<file path="config.mk">
export PLATFORM = sky130hd
export DESIGN_NAME = muldiv_unit
export DESIGN_NICKNAME = d
export VERILOG_FILES = /design/src/rtl/muldiv_unit.sv
export SDC_FILE = /design/constraint.sdc
export NUM_CORES = 1
export LEC_CHECK = 0
export ABC_AREA = 1
export CAP_MARGIN = 20
export CORE_AREA = 2 2 244 174
export CTS_CLUSTER_SIZE = 40
export DETAILED_ROUTE_END_ITERATION = 6
export DIE_AREA = 0 0 246 176
export SKIP_CTS_REPAIR_TIMING = 1
export SYNTH_ARGS = -nofsm -noshare
export SYNTH_HDL_FRONTEND = slang
export SYNTH_SLANG_ARGS = --single-unit
</file>
<file path="constraint.sdc">
create_clock -name clk -period 8 [get_ports clk]
set_input_delay 1.2 -clock clk [delete_from_list [all_inputs] [get_ports clk]]
set_output_delay 1.2 -clock clk [all_outputs]
set_load 0.01 [all_outputs]
</file>
<file path="src/rtl/muldiv_unit.sv">
// muldiv_unit: iterative RV32M multiply/divide unit.
// One radix-2 step per cycle: shift-add for MUL*, restoring shift-subtract
// for DIV*/REM*. Divide-by-zero and signed overflow finish without iterating.
// Start/Busy/Done handshake; Result holds until the next accepted Start.
module muldiv_unit #(
  parameter int XLEN = 32
) (
  input  logic            clk,
  input  logic            reset,
  input  logic            Start,
  input  logic [2:0]      Funct3,
  input  logic [XLEN-1:0] SrcA,
  input  logic [XLEN-1:0] SrcB,
  output logic [XLEN-1:0] Result,
  output logic            Busy,
  output logic            Done
);

  // Iteration counter width, derived from XLEN.
  localparam int CNTW = $clog2(XLEN) + 1;

  localparam logic [2:0] F_MUL    = 3'b000;
  localparam logic [2:0] F_MULH   = 3'b001;
  localparam logic [2:0] F_MULHSU = 3'b010;
  localparam logic [2:0] F_MULHU  = 3'b011;
  localparam logic [2:0] F_DIV    = 3'b100;
  localparam logic [2:0] F_DIVU   = 3'b101;
  localparam logic [2:0] F_REM    = 3'b110;

  localparam logic [XLEN-1:0] MOST_NEG = {1'b1, {(XLEN-1){1'b0}}};

  typedef enum logic [1:0] {S_IDLE, S_CALC, S_DONE} state_t;

  state_t            r_state;
  state_t            w_state_next;

  logic [2:0]        r_op;
  logic              r_sign_a;
  logic              r_sign_b;
  logic [XLEN-1:0]   r_opnd;    // multiplicand (MUL*) or divisor (DIV*/REM*)
  logic [XLEN-1:0]   r_hi;      // product high half / partial remainder
  logic [XLEN-1:0]   r_lo;      // product low half + multiplier / quotient + dividend
  logic [CNTW-1:0]   r_cnt;
  logic [XLEN-1:0]   r_result;

  // ---- operand decode at Start ----
  logic              w_signed_a;
  logic              w_signed_b;
  logic              w_sign_a;
  logic              w_sign_b;
  logic [XLEN-1:0]   w_mag_a;
  logic [XLEN-1:0]   w_mag_b;
  logic              w_div_zero;
  logic              w_div_ovf;
  logic              w_special;
  logic [XLEN-1:0]   w_special_result;

  assign w_signed_a = (Funct3 == F_MULH) || (Funct3 == F_MULHSU) ||
                      (Funct3 == F_DIV)  || (Funct3 == F_REM);
  assign w_signed_b = (Funct3 == F_MULH) || (Funct3 == F_DIV) || (Funct3 == F_REM);
  assign w_sign_a   = SrcA[XLEN-1] & w_signed_a;
  assign w_sign_b   = SrcB[XLEN-1] & w_signed_b;
  // The most-negative value negates to itself, which read as unsigned is
  // exactly its magnitude, so no extra bit is needed.
  assign w_mag_a    = w_sign_a ? -SrcA : SrcA;
  assign w_mag_b    = w_sign_b ? -SrcB : SrcB;

  assign w_div_zero = Funct3[2] && (SrcB == '0);
  assign w_div_ovf  = ((Funct3 == F_DIV) || (Funct3 == F_REM)) &&
                      (SrcA == MOST_NEG) && (SrcB == '1);
  assign w_special  = w_div_zero || w_div_ovf;
  // Funct3[1] distinguishes REM/REMU from DIV/DIVU.
  assign w_special_result = w_div_zero ? (Funct3[1] ? SrcA : '1)
                                       : (Funct3[1] ? '0   : SrcA);

  // ---- one multiply step: conditional add, then shift right ----
  logic [XLEN:0]     w_mul_sum;
  logic [XLEN-1:0]   w_mul_hi_next;
  logic [XLEN-1:0]   w_mul_lo_next;

  assign w_mul_sum     = {1'b0, r_hi} + (r_lo[0] ? {1'b0, r_opnd} : '0);
  assign w_mul_hi_next = w_mul_sum[XLEN:1];
  assign w_mul_lo_next = {w_mul_sum[0], r_lo[XLEN-1:1]};

  // ---- one restoring divide step: shift left, trial subtract ----
  logic [XLEN:0]     w_div_shift;
  logic [XLEN:0]     w_div_diff;
  logic              w_div_fits;
  logic [XLEN-1:0]   w_div_hi_next;
  logic [XLEN-1:0]   w_div_lo_next;

  assign w_div_shift   = {r_hi, r_lo[XLEN-1]};
  assign w_div_diff    = w_div_shift - {1'b0, r_opnd};
  assign w_div_fits    = ~w_div_diff[XLEN];
  assign w_div_hi_next = w_div_fits ? w_div_diff[XLEN-1:0] : w_div_shift[XLEN-1:0];
  assign w_div_lo_next = {r_lo[XLEN-2:0], w_div_fits};

  // ---- sign fix-up of the final step's values ----
  logic [2*XLEN-1:0] w_prod;
  logic [2*XLEN-1:0] w_prod_fix;
  logic [XLEN-1:0]   w_quo_fix;
  logic [XLEN-1:0]   w_rem_fix;
  logic [XLEN-1:0]   w_final;

  assign w_prod     = {w_mul_hi_next, w_mul_lo_next};
  assign w_prod_fix = (r_sign_a ^ r_sign_b) ? -w_prod : w_prod;
  assign w_quo_fix  = (r_sign_a ^ r_sign_b) ? -w_div_lo_next : w_div_lo_next;
  assign w_rem_fix  = r_sign_a ? -w_div_hi_next : w_div_hi_next;

  // Select the architectural result for the latched operation.
  always_comb begin
    w_final = '0;
    case (r_op)
      F_MUL:                    w_final = w_prod_fix[XLEN-1:0];
      F_MULH, F_MULHSU, F_MULHU: w_final = w_prod_fix[2*XLEN-1:XLEN];
      F_DIV, F_DIVU:            w_final = w_quo_fix;
      default:                  w_final = w_rem_fix;
    endcase
  end

  // State register.
  always_ff @(posedge clk) begin
    // NOTE: non-blocking assignments in clocked blocks, so every register
    // samples pre-edge values regardless of statement order.
    if (reset) r_state <= S_IDLE;
    else       r_state <= w_state_next;
  end

  // Next-state logic.
  always_comb begin
    // NOTE: default assigned first so no path leaves w_state_next unwritten,
    // which would otherwise infer a latch.
    w_state_next = r_state;
    case (r_state)
      S_IDLE:  if (Start) w_state_next = w_special ? S_DONE : S_CALC;
      S_CALC:  if (r_cnt == CNTW'(1)) w_state_next = S_DONE;
      S_DONE:  w_state_next = S_IDLE;
      default: w_state_next = S_IDLE;
    endcase
  end

  // Datapath: latch operands, iterate, and register the fixed-up result.
  always_ff @(posedge clk) begin
    // NOTE: datapath registers are reset along with the FSM so a discarded
    // operation leaves no stale operands or result behind.
    if (reset) begin
      r_op     <= '0;
      r_sign_a <= 1'b0;
      r_sign_b <= 1'b0;
      r_opnd   <= '0;
      r_hi     <= '0;
      r_lo     <= '0;
      r_cnt    <= '0;
      r_result <= '0;
    end else begin
      case (r_state)
        S_IDLE: begin
          if (Start) begin
            r_op     <= Funct3;
            r_sign_a <= w_sign_a;
            r_sign_b <= w_sign_b;
            r_hi     <= '0;
            if (w_special) begin
              r_result <= w_special_result;
            end else begin
              r_opnd <= Funct3[2] ? w_mag_b : w_mag_a;
              r_lo   <= Funct3[2] ? w_mag_a : w_mag_b;
              r_cnt  <= CNTW'(XLEN);
            end
          end
        end
        S_CALC: begin
          r_hi  <= r_op[2] ? w_div_hi_next : w_mul_hi_next;
          r_lo  <= r_op[2] ? w_div_lo_next : w_mul_lo_next;
          r_cnt <= r_cnt - CNTW'(1);
          if (r_cnt == CNTW'(1)) r_result <= w_final;
        end
        default: ;
      endcase
    end
  end

  assign Result = r_result;
  assign Busy   = (r_state != S_IDLE);
  assign Done   = (r_state == S_DONE);

endmodule

</file>
==> metrics.md, run 1 <==
| Metric | Value |
|---|---|
| Status | finished, final reports clean |
| Worst hold path type | reg2reg |
| Initial Util | 44.6% |
| Final worst-path cycle share | 66.1% |
| Seq/Total Area, Yosys | 15.5% |
| # nets final | 3469 |
| Post-synth top cells | 950 x nand2_1, 426 x inv_1, 364 x nor2_1, 245 x a21oi_1, 226 x nand3_1 |
| Post-route DRC | 0 |
| Post-synth EDFFs | 0 |
| Top-count cell post-synth | nand2_1 |
| Sink Count | 141 |
| DPL Wire Length | 73700 um |
| Max-slew violation count | 0 |
| RSZ-0062 raised after global routing | false |
| Filler cells | 4548 |
| Power per Cell Area | 204 nW/um2 |
| Leak Pwr | 9.75 nW |
| CTS Root Cell | clkbuf_16 |
| Largest cells by area after synthesis | nand2_1 20%, dfxtp_1 16%, inv_1 8.8%, nor2_1 7.5%, a21oi_1 6.8% |
| Post-synth cell types | 64 |
| DRT Pass-1 Iters | 7 |
| Hold Vio Cnt, Final | 0 |
| Fraction of layout instances using a drive strength above 1 | 4.04% |
| Antenna Violating Nets Remaining | 0 |
| Critical path's most frequent cell | nand2_1 |
| CP startpoint kind | flip-flop |
| Critical-path top delay cell | nor2_1 |
| Avg Cell Area, Syn | 5.49 um2 |
| Global-route wire length before repair | 133000 um |
| Slowest stage delay, CP | 0.66 ns |
| Initial DRC count | 3739 |
| Synthesized area | 18200 um2 |
| Vias in the first global route | 20700 |
| Worst-path clk slew | 0.07 ns |
| Crit Path Category | reg2reg |
| CP required | 8.30 ns |
| H-tree levels | 4 |
| Row cnt | 62 |
| Io pins | 104 |
| Synth warnings | 0 |
| Hold Slack | 0.472 ns |
| Flop and latch count out of synthesis | 141 |
| CTS max path bufs | 2 |
| Die width | 246 um |
| CP Data Arrival Time | 5.59 ns |
| Ant diodes | 0 |
| Final min period | 5.29 ns |
| Routed WL | 90600 um |
| Die Span Y | 176 um |
| Register area | 2820 um2 |
| CTS tree | built |
| Area grow syn2layout | 10.9% |
| Async set-reset flop share out of synthesis | 0% |
| WL/cell | 23.3 um |
| Post-Synthesis Cells | 3306 |
| Setup TNS | 0 ns |
| Max Cap Viol | 0 |
| Top cell type's share of synthesized area | 19.6% |
| Crit-path max FO | 28 |
| Area of the multi-input gates | 13200 um2 |
| Fin Clk Skew | 0.0143 ns |
| Tot GR Track Use | 41.1% |
| CP Capture Type | flip-flop |
| Top FF cell, synth | dfxtp_1 |
| CTS Buf Count | 17 |
| Core region area | 40700 um2 |
| Initial antenna violation count | 2 |
| Rel. slew slack | 24.5% |
| GPL Wtd Cong | 1.07 |
| CP bufs+invs | 4 |
| Die footprint | 43300 um2 |
| Top delay family on crit path | simple AND/OR/NAND/NOR gates |
| Clk_lat worst skew | 0.46 ns |
| Vias | 23500 |
| Dominant cell type by area after synthesis | nand2_1 |
| Worst IR drop on VDD | 0.242 mV |
| Measured slew at the worst slew-check pin | 1.13 ns |
| Port bufs | 103 |
| Via density | 6.06 |
| Final setup fails | 0 |
| Largest net degree at the start of global routing | 89 |
| FMAX | 189 MHz |
| GRT overflow | 0 |
| Syn nets | 3450 |
## cells by family after synthesis
logic type / share of synthesized area, %
AO/OA/AOI/OAI: 20.9
AND/OR/NAND/NOR: 41.0
adder cells (fa/ha/maj): 6.01
multiplexers: 0.165
flip-flops: 15.5
XOR/XNOR: 4.39
buffers and inverters: 12.0
## state kept, by name (all words and copies together), names as in the netlist
name	count
r_cnt	6
r_opnd	32
r_state	2
r_op	3
r_sign_a	1
r_sign_b	1
Result	32
r_hi	32
r_lo	32
## final timing paths
path | to | depth (start not counted) | start | slack [ns]
min reg2reg | Result[11] | 2 | Result[11] | 0.47
min | Result[11] | 2 | Result[11] | 0.47
max | Result[24] | 25 | r_lo[31] | 2.71
max reg2reg | Result[24] | 25 | r_lo[31] | 2.71
## routing by layer
metal  routed length (um)  vias to the layer above  track usage, %
met5                   13                        -               0
met2                34600                     1539            55.2
li1                     -                    10900               -
met1                40500                    11000            62.9
met4                 2110                        2            9.80
met3                13400                      104            11.4
## power by group
group / total [mW] / internal (mW) / switching [mW]
Combinational: 2.44 / 0.679 / 1.76
Clock: 0.798 / 0.406 / 0.392
Sequential: 0.863 / 0.769 / 0.0941
Total: 4.10 / 1.85 / 2.25
## through the flow
stage | instance area, um2 | cells | worst slack (ns) | total power [mW] | utilization [%]
2_1_floorplan | 18200 | 3306 | 4.51 | 2.42 | -
3_3_place_gp | 19500 | 3847 | 2.74 | 3.18 | 47.9
3_5_place_dp | 19500 | 3847 | 2.59 | 3.19 | 47.9
4_1_cts | 20100 | 3879 | 2.95 | 3.97 | 49.2
5_1_grt | 20100 | 3882 | 2.39 | 4.34 | 49.4
6_report | 20100 | 3882 | 2.71 | 4.10 | 49.4
## tightest hold or removal path, cell delays in order, from the launching register on
cell,delay (ns)
dfxtp_1,0.32
nand2_1,0.06
a21oi_1,0.05
## layout make-up
type / count / share of cell area, %
multi-input combinational: 2602 / 65.5
timing repair buffer: 125 / 6.15
inverter: 438 / 8.17
clock buffer: 17 / 2.11
sequential: 141 / 14.0
clock inverter: 15 / 0.647
tap: 544 / 3.38
## layout by cell type (no fill, tap or decap), types with 7 or more instances in the layout
cell	count
ha_1	72
a21oi_1	245
o22ai_1	20
xor2_1	61
o21ai_0	224
nand2_2	29
o21bai_1	8
a211oi_1	27
o2111ai_1	9
nand3_1	225
inv_1	426
nor3_1	52
o31ai_1	8
nand3b_1	24
nand2_1	950
o211ai_1	51
nand4_1	61
a31oi_1	29
buf_4	19
nor2_1	362
nand2_4	7
or2_2	11
clkdlybuf4s50_1	101
dfxtp_1	140
clkbuf_16	17
xnor2_1	30
nor4_1	14
maj3_1	15
(Power assumes the default switching activity.)
==> run 2: changes to the inputs <==
==> constraint.sdc (replaced) <==
create_clock -name clk -period 4.7 [get_ports clk]
set_input_delay 0.705 -clock clk [delete_from_list [all_inputs] [get_ports clk]]
set_output_delay 0.705 -clock clk [all_outputs]
set_load 0.01 [all_outputs]
==> metrics.md, run 2 (synthesis results as in run 1) <==
| Metric | Value |
|---|---|
| Die Span Y | 176 um (unchanged) |
| Antenna Violating Nets Remaining | 0 (unchanged) |
| GRT overflow | 0 (unchanged) |
| Global-route wire length before repair | 137000 um (+3.4%) |
| Vias in the first global route | 21100 (+1.9%) |
| CP Data Arrival Time | 4.78 ns (-0.81 ns) |
| Critical path's most frequent cell | nand2_1 |
| Finished Cell Area | 20600 um2 (+2.3%) |
| Status | finished, violations left |
| Final setup fails | 0 (unchanged) |
| Initial Util | 44.6% (unchanged) |
| CTS Root Cell | clkbuf_16 |
| Worst hold path type | reg2reg |
| Tot GR Track Use | 42.8% (+1.7 points) |
| Setup ws final | 0.220 ns (-2.49 ns) |
| H-tree levels | 4 (unchanged) |
| Post-route DRC | 1 (+1) |
| Max-slew violation count | 0 (unchanged) |
| # nets final | 3533 (+1.8%) |
| Most common cell after layout, fill and taps aside | nand2_1 |
| Setup WS pre-CTS | 0.0534 ns (-2.53 ns) |
| Most frequent cells in the layout | 949 x nand2_1, 426 x inv_1, 361 x nor2_1, 245 x a21oi_1, 225 x nand3_1 |
| CTS Buf Count | 17 (unchanged) |
| Via density | 6.12 (+1.0%) |
| Final worst-path cycle share | 95.3% (+29 points) |
| Crit Path Category | reg2reg |
| CTS max path bufs | 2 (unchanged) |
| Top delay family on crit path | simple AND/OR/NAND/NOR gates |
| Fin Clk Skew | 0.0108 ns (-0.00348 ns) |
| Measured slew at the worst slew-check pin | 1.05 ns (-0.0787 ns) |
| Fraction of layout instances using a drive strength above 1 | 6.00% (+2.0 points) |
| Leak Pwr | 10.1 nW (+3.2%) |
| Sink Count | 141 (unchanged) |
| Critical-path top delay cell | dfxtp_2 |
| Crit-path max FO | 23 (-18%) |
| Port bufs | 103 (unchanged) |
| Hold Vio Cnt, Final | 0 (unchanged) |
| CP bufs+invs | 4 (unchanged) |
| WL/cell | 24.1 um (+3.4%) |
| Io pins | 104 (unchanged) |
| Largest net degree at the start of global routing | 74 (-17%) |
| Die width | 246 um (unchanged) |
| CP Capture Type | flip-flop |
| Initial antenna violation count | 3 (+1) |
| Vias | 24200 (+2.7%) |
| Row cnt | 62 (unchanged) |
| GPL Wtd Cong | 1.08 (+0.41%) |
| CTS tree | built |
| RSZ-0062 raised after global routing | false |
| Core region area | 40700 um2 (unchanged) |
| Power per Cell Area | 351 nW/um2 (+72%) |
| Routed WL | 95300 um (+5.1%) |
| Initial DRC count | 4276 (+14%) |
| Placed cell areas | 20000 um2 (+2.5%) |
| Max Cap Viol | 0 (unchanged) |
| DPL Wire Length | 77500 um (+5.2%) |
| FMAX | 223 MHz (+18%) |
| Worst-path clk slew | 0.07 ns (about the same) |
| CP required | 5.00 ns (-3.30 ns) |
| Slowest stage delay, CP | 0.50 ns (-0.16 ns) |
| Worst IR drop on VDD | 0.292 mV (+20%) |
| CP startpoint kind | flip-flop |
| Clk_lat worst skew | 0.46 ns (about the same) |
| Ant diodes | 0 (unchanged) |
| Rel. slew slack | 28.9% (+4.4 points) |
| Area grow syn2layout | 13.4% |
| DRT Pass-1 Iters | 7 (unchanged) |
| Failing checks | DRC |
| Final min period | 4.48 ns (-0.810 ns) |
| Die footprint | 43300 um2 (unchanged) |
[run 2: path summary, 6_finish.rpt]
check / from / end / slack (ns) / depth (start not counted)
hold reg to reg: Result[15] / Result[15] / 0.47 / 2
hold / removal: Result[15] / Result[15] / 0.47 / 2
setup reg to reg: r_lo[31] / Result[15] / 0.22 / 28
setup / recovery: r_lo[31] / Result[15] / 0.22 / 28
[run 2: layout make-up]
| class | count | area (um2) |
|---|---|---|
| inverter | 438 | 1650 |
| clock inverter | 15 | 124 |
| clock buffer | 17 | 425 |
| multi-input combinational | 2602 | 13200 |
| timing repair buffer | 189 | 1690 |
| tap | 544 | 681 |
| fill | 4437 | 20100 |
| sequential | 141 | 2830 |
[run 2: metal layers]
layer  track usage [%]  part of all wire (%)  vias up
li1                  -                     -    11000
met1              63.7                    43    11200
met2              55.6                    37     1768
met3              15.7                    16      143
met4              13.0                   3.2        4
met5                 0                 0.024        -
[run 2: worst register-to-register path, delay by kind of cell, from the launching register on]
kind,cells,cell delay (ns)
flops,1,0.50
simple gates,21,2.63
compound gates,1,0.06
fa+ha+maj,2,0.51
buf+inv,4,0.61
[run 2: per-stage QoR]
| stage | cells | hold slack, ns | total power, mW | util, % | setup TNS, ns |
|---|---|---|---|---|---|
| finish | 3946 | 0.472 | 7.22 | 50.6 | 0 |
| global route | 3946 | 0.496 | 7.53 | 50.6 | 0 |
| CTS | 3945 | 0.470 | 6.94 | 50.4 | 0 |
| detailed placement | 3913 | 0.460 | 5.60 | 49.1 | 0 |
| global placement | 3913 | 0.456 | 5.61 | 49.1 | -0.00480 |
| floorplan | 3306 | 0.451 | 4.13 | - | 0 |
[run 2: power breakdown]
part	switching, mW	leakage, nW	total [mW]	internal [mW]
logic	3.16	8.64	4.38	1.23
clock network	0.660	0.268	1.35	0.691
registers	0.175	1.16	1.48	1.31
total	3.99	10.1	7.22	3.23
